**src/rtl/car_pkg.sv**
```systemverilog
// -----------------------------------------------------------------------------
// car_pkg
// Shared vehicle-level encodings used by the power mode controller and the
// key/gear input logic.
//   pwr_state_e : power state encoding. OFF/ACC/RUN keep the legacy values
//                 0/1/2 so existing consumers still decode them; CRANK is 3.
//   GEAR_*      : gear codes as presented on the gear bus.
// -----------------------------------------------------------------------------
package car_pkg;

  typedef enum logic [1:0] {
    PWR_OFF   = 2'd0,
    PWR_ACC   = 2'd1,
    PWR_RUN   = 2'd2,
    PWR_CRANK = 2'd3
  } pwr_state_e;

  localparam int GEAR_P = 3;
  localparam int GEAR_R = 6;
  localparam int GEAR_N = 9;
  localparam int GEAR_D = 12;

endpackage

```
**src/rtl/key_debouncer.sv**
```systemverilog
// -----------------------------------------------------------------------------
// key_debouncer
// Debounces a raw push-key by sampling it only on a slow tick strobe. The
// debounced level flips once DEBOUNCE_TICKS consecutive samples disagree with
// it; any agreeing sample restarts the count.
//   clk   : system clock
//   rst_n : asynchronous active-low reset
//   tick  : one-clk sampling strobe
//   raw   : raw key input, active high
//   level : debounced key level
//   rise  : one-clk pulse in the clk following the edge where level rose
// -----------------------------------------------------------------------------
module key_debouncer #(
  parameter int DEBOUNCE_TICKS = 2
) (
  input  logic clk,
  input  logic rst_n,
  input  logic tick,
  input  logic raw,
  output logic level,
  output logic rise
);

  localparam int CW = $clog2(DEBOUNCE_TICKS + 1);

  logic [CW-1:0] cnt_q, cnt_d;
  logic          level_q, level_d;
  logic          rise_q, rise_d;

  always_comb begin
    cnt_d   = cnt_q;
    level_d = level_q;
    rise_d  = 1'b0;
    if (tick) begin
      if (raw == level_q) begin
        cnt_d = '0;
      end else if (cnt_q >= CW'(DEBOUNCE_TICKS - 1)) begin
        // This sample completes the run of disagreeing samples.
        level_d = raw;
        cnt_d   = '0;
        rise_d  = raw;
      end else begin
        cnt_d = cnt_q + 1'b1;
      end
    end
  end

  always_ff @(posedge clk or negedge rst_n) begin
    if (!rst_n) begin
      cnt_q   <= '0;
      level_q <= 1'b0;
      rise_q  <= 1'b0;
    end else begin
      cnt_q   <= cnt_d;
      level_q <= level_d;
      rise_q  <= rise_d;
    end
  end

  assign level = level_q;
  assign rise  = rise_q;

endmodule

```
**src/rtl/power_mode_controller.sv**
```systemverilog
// -----------------------------------------------------------------------------
// power_mode_controller
// Ignition power state machine OFF / ACC / CRANK / RUN with a debounced start
// key, timed crank phase, ACC auto-off, fuel stall and long-press emergency
// shutdown while moving.
//   clk, rst_n    : clock, asynchronous active-low reset
//   tick_50ms     : one-clk strobe, 50 ms period (debounce, crank, hold timing)
//   tick_1sec     : one-clk strobe, 1 s period (ACC timeout)
//   key_start     : raw start key
//   brake         : service brake held
//   gear          : gear code (P=3, R=6, N=9, D=12)
//   speed         : vehicle speed
//   fuel_empty    : fuel level is zero
//   power_state   : current power state (OFF=0, ACC=1, RUN=2, CRANK=3)
//   engine_on     : state is RUN
//   acc_on        : state is ACC, CRANK or RUN
//   crank_active  : state is CRANK
//   start_denied  : one-clk pulse when a braked start request is rejected
//   disp_off      : state is OFF
// -----------------------------------------------------------------------------
module power_mode_controller
  import car_pkg::*;
#(
  parameter int DEBOUNCE_TICKS   = 2,
  parameter int CRANK_TICKS      = 10,
  parameter int ACC_TIMEOUT_S    = 60,
  parameter int LONG_PRESS_TICKS = 40,
  parameter int GEAR_W           = 4,
  parameter int SPD_W            = 8
) (
  input  logic              clk,
  input  logic              rst_n,
  input  logic              tick_50ms,
  input  logic              tick_1sec,
  input  logic              key_start,
  input  logic              brake,
  input  logic [GEAR_W-1:0] gear,
  input  logic [SPD_W-1:0]  speed,
  input  logic              fuel_empty,
  output logic [1:0]        power_state,
  output logic              engine_on,
  output logic              acc_on,
  output logic              crank_active,
  output logic              start_denied,
  output logic              disp_off
);

  localparam int CRANK_W = $clog2(CRANK_TICKS + 1);
  localparam int ACC_W   = $clog2(ACC_TIMEOUT_S + 1);
  localparam int HOLD_W  = $clog2(LONG_PRESS_TICKS + 1);

  pwr_state_e         state_q, state_d;
  logic [CRANK_W-1:0] crank_cnt_q, crank_cnt_d;
  logic [ACC_W-1:0]   acc_cnt_q, acc_cnt_d;
  logic [HOLD_W-1:0]  hold_cnt_q, hold_cnt_d;
  logic               engine_on_q, engine_on_d;
  logic               acc_on_q, acc_on_d;
  logic               crank_q, crank_d;
  logic               disp_off_q, disp_off_d;
  logic               denied_q, denied_d;

  logic key_db;
  logic key_press;
  logic start_ok;
  logic moving;
  logic crank_expire;
  logic acc_expire;
  logic hold_expire;

  key_debouncer #(
    .DEBOUNCE_TICKS (DEBOUNCE_TICKS)
  ) u_key_db (
    .clk   (clk),
    .rst_n (rst_n),
    .tick  (tick_50ms),
    .raw   (key_start),
    .level (key_db),
    .rise  (key_press)
  );

  assign start_ok = brake & ~fuel_empty &
                    ((gear == GEAR_W'(GEAR_P)) | (gear == GEAR_W'(GEAR_N)));
  assign moving   = (speed != '0);

  // Timer events fire on the tick that would bring the count to its limit.
  assign crank_expire = tick_50ms & (crank_cnt_q >= CRANK_W'(CRANK_TICKS - 1));
  assign acc_expire   = tick_1sec & (acc_cnt_q >= ACC_W'(ACC_TIMEOUT_S - 1));
  assign hold_expire  = tick_50ms & key_db & moving &
                        (hold_cnt_q >= HOLD_W'(LONG_PRESS_TICKS - 1));

  // Next-state logic. Within a state: press first, then stall/abort, then timers.
  always_comb begin
    state_d  = state_q;
    denied_d = 1'b0;
    case (state_q)
      PWR_OFF: begin
        if (key_press) begin
          if (start_ok) begin
            state_d = PWR_CRANK;
          end else begin
            state_d  = PWR_ACC;
            denied_d = brake;
          end
        end
      end
      PWR_ACC: begin
        if (key_press) begin
          if (start_ok) begin
            state_d = PWR_CRANK;
          end else if (brake) begin
            denied_d = 1'b1;
          end else begin
            state_d = PWR_OFF;
          end
        end else if (acc_expire) begin
          state_d = PWR_OFF;
        end
      end
      PWR_CRANK: begin
        // Gear is deliberately not re-checked once cranking has started.
        if (!brake || fuel_empty) begin
          state_d  = PWR_ACC;
          denied_d = fuel_empty;
        end else if (crank_expire) begin
          state_d = PWR_RUN;
        end
      end
      PWR_RUN: begin
        if (key_press && !moving) begin
          state_d = PWR_OFF;
        end else if (fuel_empty) begin
          state_d = PWR_ACC;
        end else if (hold_expire) begin
          state_d = PWR_OFF;
        end
      end
      default: state_d = PWR_OFF;
    endcase
  end

  // Counters only run while the FSM stays in their state; any transition
  // (including re-entry) leaves them cleared. All saturate at their limit.
  always_comb begin
    crank_cnt_d = '0;
    acc_cnt_d   = '0;
    hold_cnt_d  = '0;

    if (state_q == PWR_CRANK && state_d == PWR_CRANK) begin
      crank_cnt_d = crank_cnt_q;
      if (tick_50ms && crank_cnt_q != CRANK_W'(CRANK_TICKS)) begin
        crank_cnt_d = crank_cnt_q + 1'b1;
      end
    end

    if (state_q == PWR_ACC && state_d == PWR_ACC && !key_press) begin
      acc_cnt_d = acc_cnt_q;
      if (tick_1sec && acc_cnt_q != ACC_W'(ACC_TIMEOUT_S)) begin
        acc_cnt_d = acc_cnt_q + 1'b1;
      end
    end

    if (state_q == PWR_RUN && state_d == PWR_RUN && key_db) begin
      hold_cnt_d = hold_cnt_q;
      if (tick_50ms && moving && hold_cnt_q != HOLD_W'(LONG_PRESS_TICKS)) begin
        hold_cnt_d = hold_cnt_q + 1'b1;
      end
    end
  end

  // Output decode from the next state so the registered flags track state_q.
  always_comb begin
    engine_on_d = (state_d == PWR_RUN);
    acc_on_d    = (state_d != PWR_OFF);
    crank_d     = (state_d == PWR_CRANK);
    disp_off_d  = (state_d == PWR_OFF);
  end

  always_ff @(posedge clk or negedge rst_n) begin
    if (!rst_n) begin
      state_q     <= PWR_OFF;
      crank_cnt_q <= '0;
      acc_cnt_q   <= '0;
      hold_cnt_q  <= '0;
      engine_on_q <= 1'b0;
      acc_on_q    <= 1'b0;
      crank_q     <= 1'b0;
      disp_off_q  <= 1'b1;
      denied_q    <= 1'b0;
    end else begin
      state_q     <= state_d;
      crank_cnt_q <= crank_cnt_d;
      acc_cnt_q   <= acc_cnt_d;
      hold_cnt_q  <= hold_cnt_d;
      engine_on_q <= engine_on_d;
      acc_on_q    <= acc_on_d;
      crank_q     <= crank_d;
      disp_off_q  <= disp_off_d;
      denied_q    <= denied_d;
    end
  end

  assign power_state  = state_q;
  assign engine_on    = engine_on_q;
  assign acc_on       = acc_on_q;
  assign crank_active = crank_q;
  assign start_denied = denied_q;
  assign disp_off     = disp_off_q;

endmodule

```
**config.mk**
```make
export PLATFORM = sky130hd
export DESIGN_NAME = power_mode_controller
export DESIGN_NICKNAME = d
export VERILOG_FILES = /design/src/rtl/car_pkg.sv /design/src/rtl/key_debouncer.sv /design/src/rtl/power_mode_controller.sv
export SDC_FILE = /design/constraint.sdc
export NUM_CORES = 1
export LEC_CHECK = 0
export ABC_CLOCK_PERIOD_IN_PS = 1700
export BUFFER_PORTS_ARGS = -buffer_cell sky130_fd_sc_hd__clkbuf_2
export CAP_MARGIN = 30
export CORE_AREA = 4 4 61 63
export DETAILED_ROUTE_END_ITERATION = 12
export DIE_AREA = 0 0 65 67
export PLACE_DENSITY = 0.7
export REMOVE_ABC_BUFFERS = 1
export SYNTH_ARGS = -nofsm -noshare
export SYNTH_HDL_FRONTEND = slang
export SYNTH_SLANG_ARGS = --single-unit
```
**constraint.sdc**
```tcl
create_clock -name clk -period 1.7 [get_ports clk]
set_input_delay 0.17 -clock clk [delete_from_list [all_inputs] [get_ports clk]]
set_output_delay 0.17 -clock clk [all_outputs]
set_load 0.005 [all_outputs]
```
Yosys cells after proc, flatten, opt, wreduce, memory -nomap -nowiden
Index checks and enable logic that the tools add are counted.

Bits in registers: 27. Input port bits: 19. Output and inout port bits: 7. Logic and storage cells: 94.

Add/sub/neg operators: 4. Order comparisons: 4. Equal/unequal tests: 15. Mux-type cells: 30. Bitwise operators: 10. Reduce and logical (&&, ||, !) cells: 19.

Operators with widths (count): 2-to-1 mux 2 bit (13); 2-to-1 mux 6 bit (4); adder 6 x 1 -> 6 bit, second input constant (2); greater-or-equal comparator 6 bit, second input constant (2); inequality test 6 bit, second input constant (2); logical AND 1 bit (10); 2-to-1 mux 1 bit (9); == test 2 bit, second input constant (4); 2-to-1 mux 4 bit (2); case mux 2 bit (4 select lines) (1); nonzero test 8 bit (1); AND 1 bit (7); inequality test 2 x 1 -> 1 bit, second input constant (3); adder 4 x 1 -> 4 bit, second input constant (1); == test 2 x 1 -> 1 bit, second input constant (2); == test 4 x 2 -> 1 bit, second input constant (1); == test 4 bit, second input constant (1); greater-or-equal comparator 4 bit, second input constant (1); logical NOT 2 bit (2); inequality test 4 bit, second input constant (1); logical NOT 1 bit (3); case mux 1 bit (3 select lines) (1); AND reduction 3 bit (1); adder 2 x 1 -> 2 bit, second input constant (1); other kinds (6) (7).

Longest topological paths before layout
Depth in word-level cells: 11. Depth in mapped cells: 7.

By module
A second synthesis with hierarchy kept.

Cell total of the unflattened synthesis: 155. Area, all modules: 1532.7 um^2.

By module, submodules not included: power_mode_controller (times used 1, cells an instance 140, area an instance 1343.8 um^2); key_debouncer (times used 1, cells an instance 15, area an instance 188.9 um^2).

Worst setup path before layout
OpenSTA, ideal clock, no wires.

Path kind: reg-to-reg. Start: reg crank_cnt_q[0]. End: reg acc_on_q (netlist: acc_on). Setup time: 0.135 ns. Arrival: 1.629 ns. Required time: 1.565 ns. Path slack: -0.064 ns. Stages on the path, launching flop included: 7. Path buffers: 0. Clock period less this slack: 1.764 ns. Path through: dfrtp_1 > inv_1 > ha_1 > and4bb_1 > a211oi_2 > o41ai_4 > or3_4.

Word-level cells in the longest chain between the ends: 6.

RTL lines: from (decl) (RTL line power_mode_controller.sv:53) `logic [CRANK_W-1:0] crank_cnt_q, crank_cnt_d;`; from (signal assigned) (RTL line power_mode_controller.sv:191) `crank_cnt_q <= crank_cnt_d;`; greater-or-equal comparator 4 bit (RTL line power_mode_controller.sv:86) `assign crank_expire = tick_50ms & (crank_cnt_q >= CRANK_W'(CRANK_TICKS - 1));`; AND 1 bit (RTL line power_mode_controller.sv:86); 2-to-1 mux 2 bit (RTL line power_mode_controller.sv:124) `end else if (crank_expire) begin`; 2-to-1 mux 2 bit (RTL line power_mode_controller.sv:121) `if (!brake || fuel_empty) begin`; case mux 2 bit (4 select lines) (RTL line power_mode_controller.sv:95) `case (state_q)`; net state_d[0] (RTL line power_mode_controller.sv:52) `pwr_state_e state_q, state_d;`; nonzero test 2 bit (RTL line power_mode_controller.sv:173) `acc_on_d = (state_d != PWR_OFF);`; net acc_on_d (RTL line power_mode_controller.sv:57) `logic acc_on_q, acc_on_d;`; to (signal assigned) (RTL line power_mode_controller.sv:195) `acc_on_q <= acc_on_d;`; to (decl) (RTL line power_mode_controller.sv:57).

The timed path passes the listed nets, and every way through them passes these cells. A chain may end at the register's enable or synchronous reset.

Worst setup path after layout
Start: reg crank_cnt_q[0]. End: reg crank_cnt_q[3].

Word-level cells in the longest chain between the ends: 8. Elaborated cells on any way between the ends: 13. Classes of those cells: add/sub: 1; order compare: 1; eq/ne: 3; mux: 5; bitwise: 1; reduce/logical: 2.

RTL lines: greater-or-equal comparator 4 bit * (RTL line power_mode_controller.sv:86); AND 1 bit * (RTL line power_mode_controller.sv:86); 2-to-1 mux 2 bit * (RTL line power_mode_controller.sv:124); 2-to-1 mux 2 bit * (RTL line power_mode_controller.sv:121); case mux 2 bit (4 select lines) * (RTL line power_mode_controller.sv:95); net state_d[0] (RTL line power_mode_controller.sv:52); == test 2 bit * (RTL line power_mode_controller.sv:148) `if (state_q == PWR_CRANK && state_d == PWR_CRANK) begin`; logical AND 1 bit * (RTL line power_mode_controller.sv:148); inequality test 2 x 1 -> 1 bit (no line) or 2-to-1 mux 4 bit (tied branches).

The timed path passes the listed nets; every way through them passes the cells marked *. The select of a mux whose other input is x is not followed.

==> impl_metrics.ini <==
[power]
p_leak_uw = 0.000968
power.density_nw_per_um2 = 772
ir_worst_vdd_mv = 0.404

[die]
core_region_area_um2 = 3230
die_h_um = 67
io_pins = 26
start_util_pct = 48.2
fp.dieArea_um2 = 4360
die_w_um = 65
fp-row-count = 21

[clocking]
clk_pin_slew_ns = 0.15
cts_tree = done
h-tree-depth = 1
cts-root-buf = clkbuf_4
clock-sinks = 27
worstSkewPairLatency_ns = 0.33
cts_buffer_depth = 2
cts_buffers = 3

[cells_and_area]
area_delta_synth_final_pct = 32.1
final_cells = 258
drive_gt1_share_pct = 40.1
nets = 241
n_antenna_cell = 0

[sta]
setup_viol_count_final = 6
worst_pin_slew_ns = 0.679
relSlewSlack_pct = 54.7
slew_violations = 0
fin_crit_ns = 1.74
hold_viol = 0
fmax_ghz = 0.574
rsz0062_at_grt = yes
final.setup_skew_ns = 0.00413
fin_crit_sh_pct = 102
worst_slack_ns = -0.0422
whs_ns = 0.114

[routing]
postRouteWirelength_um = 3470
wire_per_inst_um = 13.5
drt_iter0_drc = 47
via_per_inst = 5.21
drc = 0
vias = 1343
firstDrtPassIters = 4
antenna_left = 0

[critical_path]
cp-start-kind = flop
path_class = flop to flop
critical_path_required_ns = 1.96
critPathTopFamily = compound AO/OA/AOI/OAI gates
cp_slowest_cell = dfrtp_1
path_depth = 6
worst-path-buf-inv = 0
rr_worst_depth = 6
critPathMaxFanout = 5
path_cells = ha_2 > and4bb_1 > a211oi_4 > o41ai_4 > o21ai_2 > nor3_1
critPathCaptureType = flop
arrival_ns = 2.01
slowest_delay_ns = 0.44

[synthesis]
synth_cells = 151
synth.ff_latch_count = 27
synth_most_common_cell = dfrtp_1
synthTopCellsByArea = dfrtp_1 (42%), ha_1 (7.2%), xnor2_1 (4.5%)
yosysSeqAreaShare_pct = 43.5
synth.top_cells.by_count = dfrtp_1 (26), inv_1 (12), nand2_1 (10)
synth_edf_count = 0
ys.flop_type = dfrtp_1
synth-async-reset-ratio_pct = 100
yosysWarnings = 0
avgSynthCellArea_um2 = 10.3
synthDistinctLibCells = 45
netlist_area_um2 = 1560
synth_area_leader_cell = dfrtp_1
yosys.area.top_type_share_pct = 41.8

[grt]
track_usage_pct = 17.4
antenna_found_initial = 0
grt_max_degree = 28
grt_pass1_wl_um = 5880
grt_pass1_vias = 1327
overflow = 0

[outcome]
status = finished with violations
failed_checks = setup timing

[hold_path]
min_path_type = primary input to flop
hold_depth = 2

[flow_run]
max_cap_violations = 0

[placement]
io_buffers = 25
dp_hpwl_um = 2650
placedCellCount = 243
globalplace.congestion = 0.903
-- worst reg2reg max path, stage by stage, from the launching register on --
cell	delay (ns)
dfrtp_1	0.44
ha_2	0.18
and4bb_1	0.30
a211oi_4	0.06
o41ai_4	0.31
o21ai_2	0.18
nor3_1	0.20
-- power breakdown --
part,total (uW),internal (uW),switching [uW]
Sequential,756,726,30.1
Combinational,547,282,265
Clock,285,88.6,197
-- timing repair --
action / 4_1_cts / 5_1_grt
pin swaps: 6 / 5
hold buffers: 1 / 0
setup buffers: 5 / 5
endpoints found under the setup margin: 14 / 15
gates resized for setup: 6 / 8
endpoints found under the hold margin: 26 / 0
-- layout make-up --
| class | count | area (um2) |
|---|---|---|
| well taps | 46 | 57.6 |
| fillers | 259 | 1170 |
| clock buffers | 3 | 22.5 |
| multi-input cells | 109 | 860 |
| clock inverters | 1 | 5.00 |
| repair buffers | 59 | 387 |
| inverters | 13 | 48.8 |
| flip-flops and latches | 27 | 678 |
-- kinds of logic after synthesis --
group                    count (synthesis)  synth area share (%)
buffers and inverters                   15                  4.18
flip-flops                              27                  43.5
multiplexers                             2                  1.37
AND/OR/NAND/NOR                         67                  26.5
AO/OA/AOI/OAI                           16                  8.84
XOR/XNOR                                15                  8.43
adder cells (fa/ha/maj)                  9                  7.23
-- through the flow --
stage / utilization (%) / setup TNS [ns] / setup WS (ns) / instance area, um2 / power [uW]
3_5_place_dp: 58.7 / -1.84 / -0.185 / 1900 / 1240
2_1_floorplan: - / -0.168 / -0.0640 / 1540 / 1040
5_1_grt: 63.7 / -1.71 / -0.178 / 2060 / 1690
3_3_place_gp: 58.7 / -1.06 / -0.107 / 1900 / 1220
4_1_cts: 61.7 / -0.0924 / -0.0299 / 1990 / 1600
6_report: 63.7 / -0.169 / -0.0422 / 2060 / 1590
-- per-layer routing --
| metal | global-route usage [%] | up-vias | share of wire (%) |
|---|---|---|---|
| met5 | 0 | - | 0 |
| met4 | 6.60 | 0 | 2.0 |
| met3 | 2.87 | 8 | 4.1 |
| met2 | 31.3 | 37 | 51 |
| met1 | 20.7 | 649 | 42 |
| li1 | - | 649 | - |
-- sequential cells by signal, indices dropped and copies added, names as in the netlist, 2 cells and up --
| name | cells |
|---|---|
| acc_cnt_q | 6 |
| crank_cnt_q | 4 |
| hold_cnt_q | 6 |
| power_state | 2 |
| u_key_db.cnt_q | 2 |
-- final timing paths --
kind,start,to,slack (ns)
max,crank_cnt_q[0],crank_cnt_q[3],-0.04
min reg2reg,u_key_db.cnt_q[0],u_key_db.cnt_q[0],0.56
max in group asynchronous,rst_n,power_state[0],0.85
max reg2reg,crank_cnt_q[0],crank_cnt_q[3],-0.04
min,key_start,u_key_db.rise,0.11
min in group asynchronous,rst_n,acc_cnt_q[5],0.38
-- layout by cell type (no fill, tap or decap), types with 6 or more instances in the layout --
cell | synthesis | final
xor2_1 | 7 | 7
nand2_1 | 10 | 10
ha_1 | 9 | 6
buf_4 | 0 | 32
nand3_1 | 8 | 8
and2_1 | 7 | 7
xnor2_1 | 8 | 8
nor2_1 | 8 | 7
nand4_1 | 7 | 7
inv_1 | 12 | 10
clkbuf_2 | 0 | 25
dfrtp_1 | 26 | 25
No activity file was read; power rests on OpenSTA's default activity.
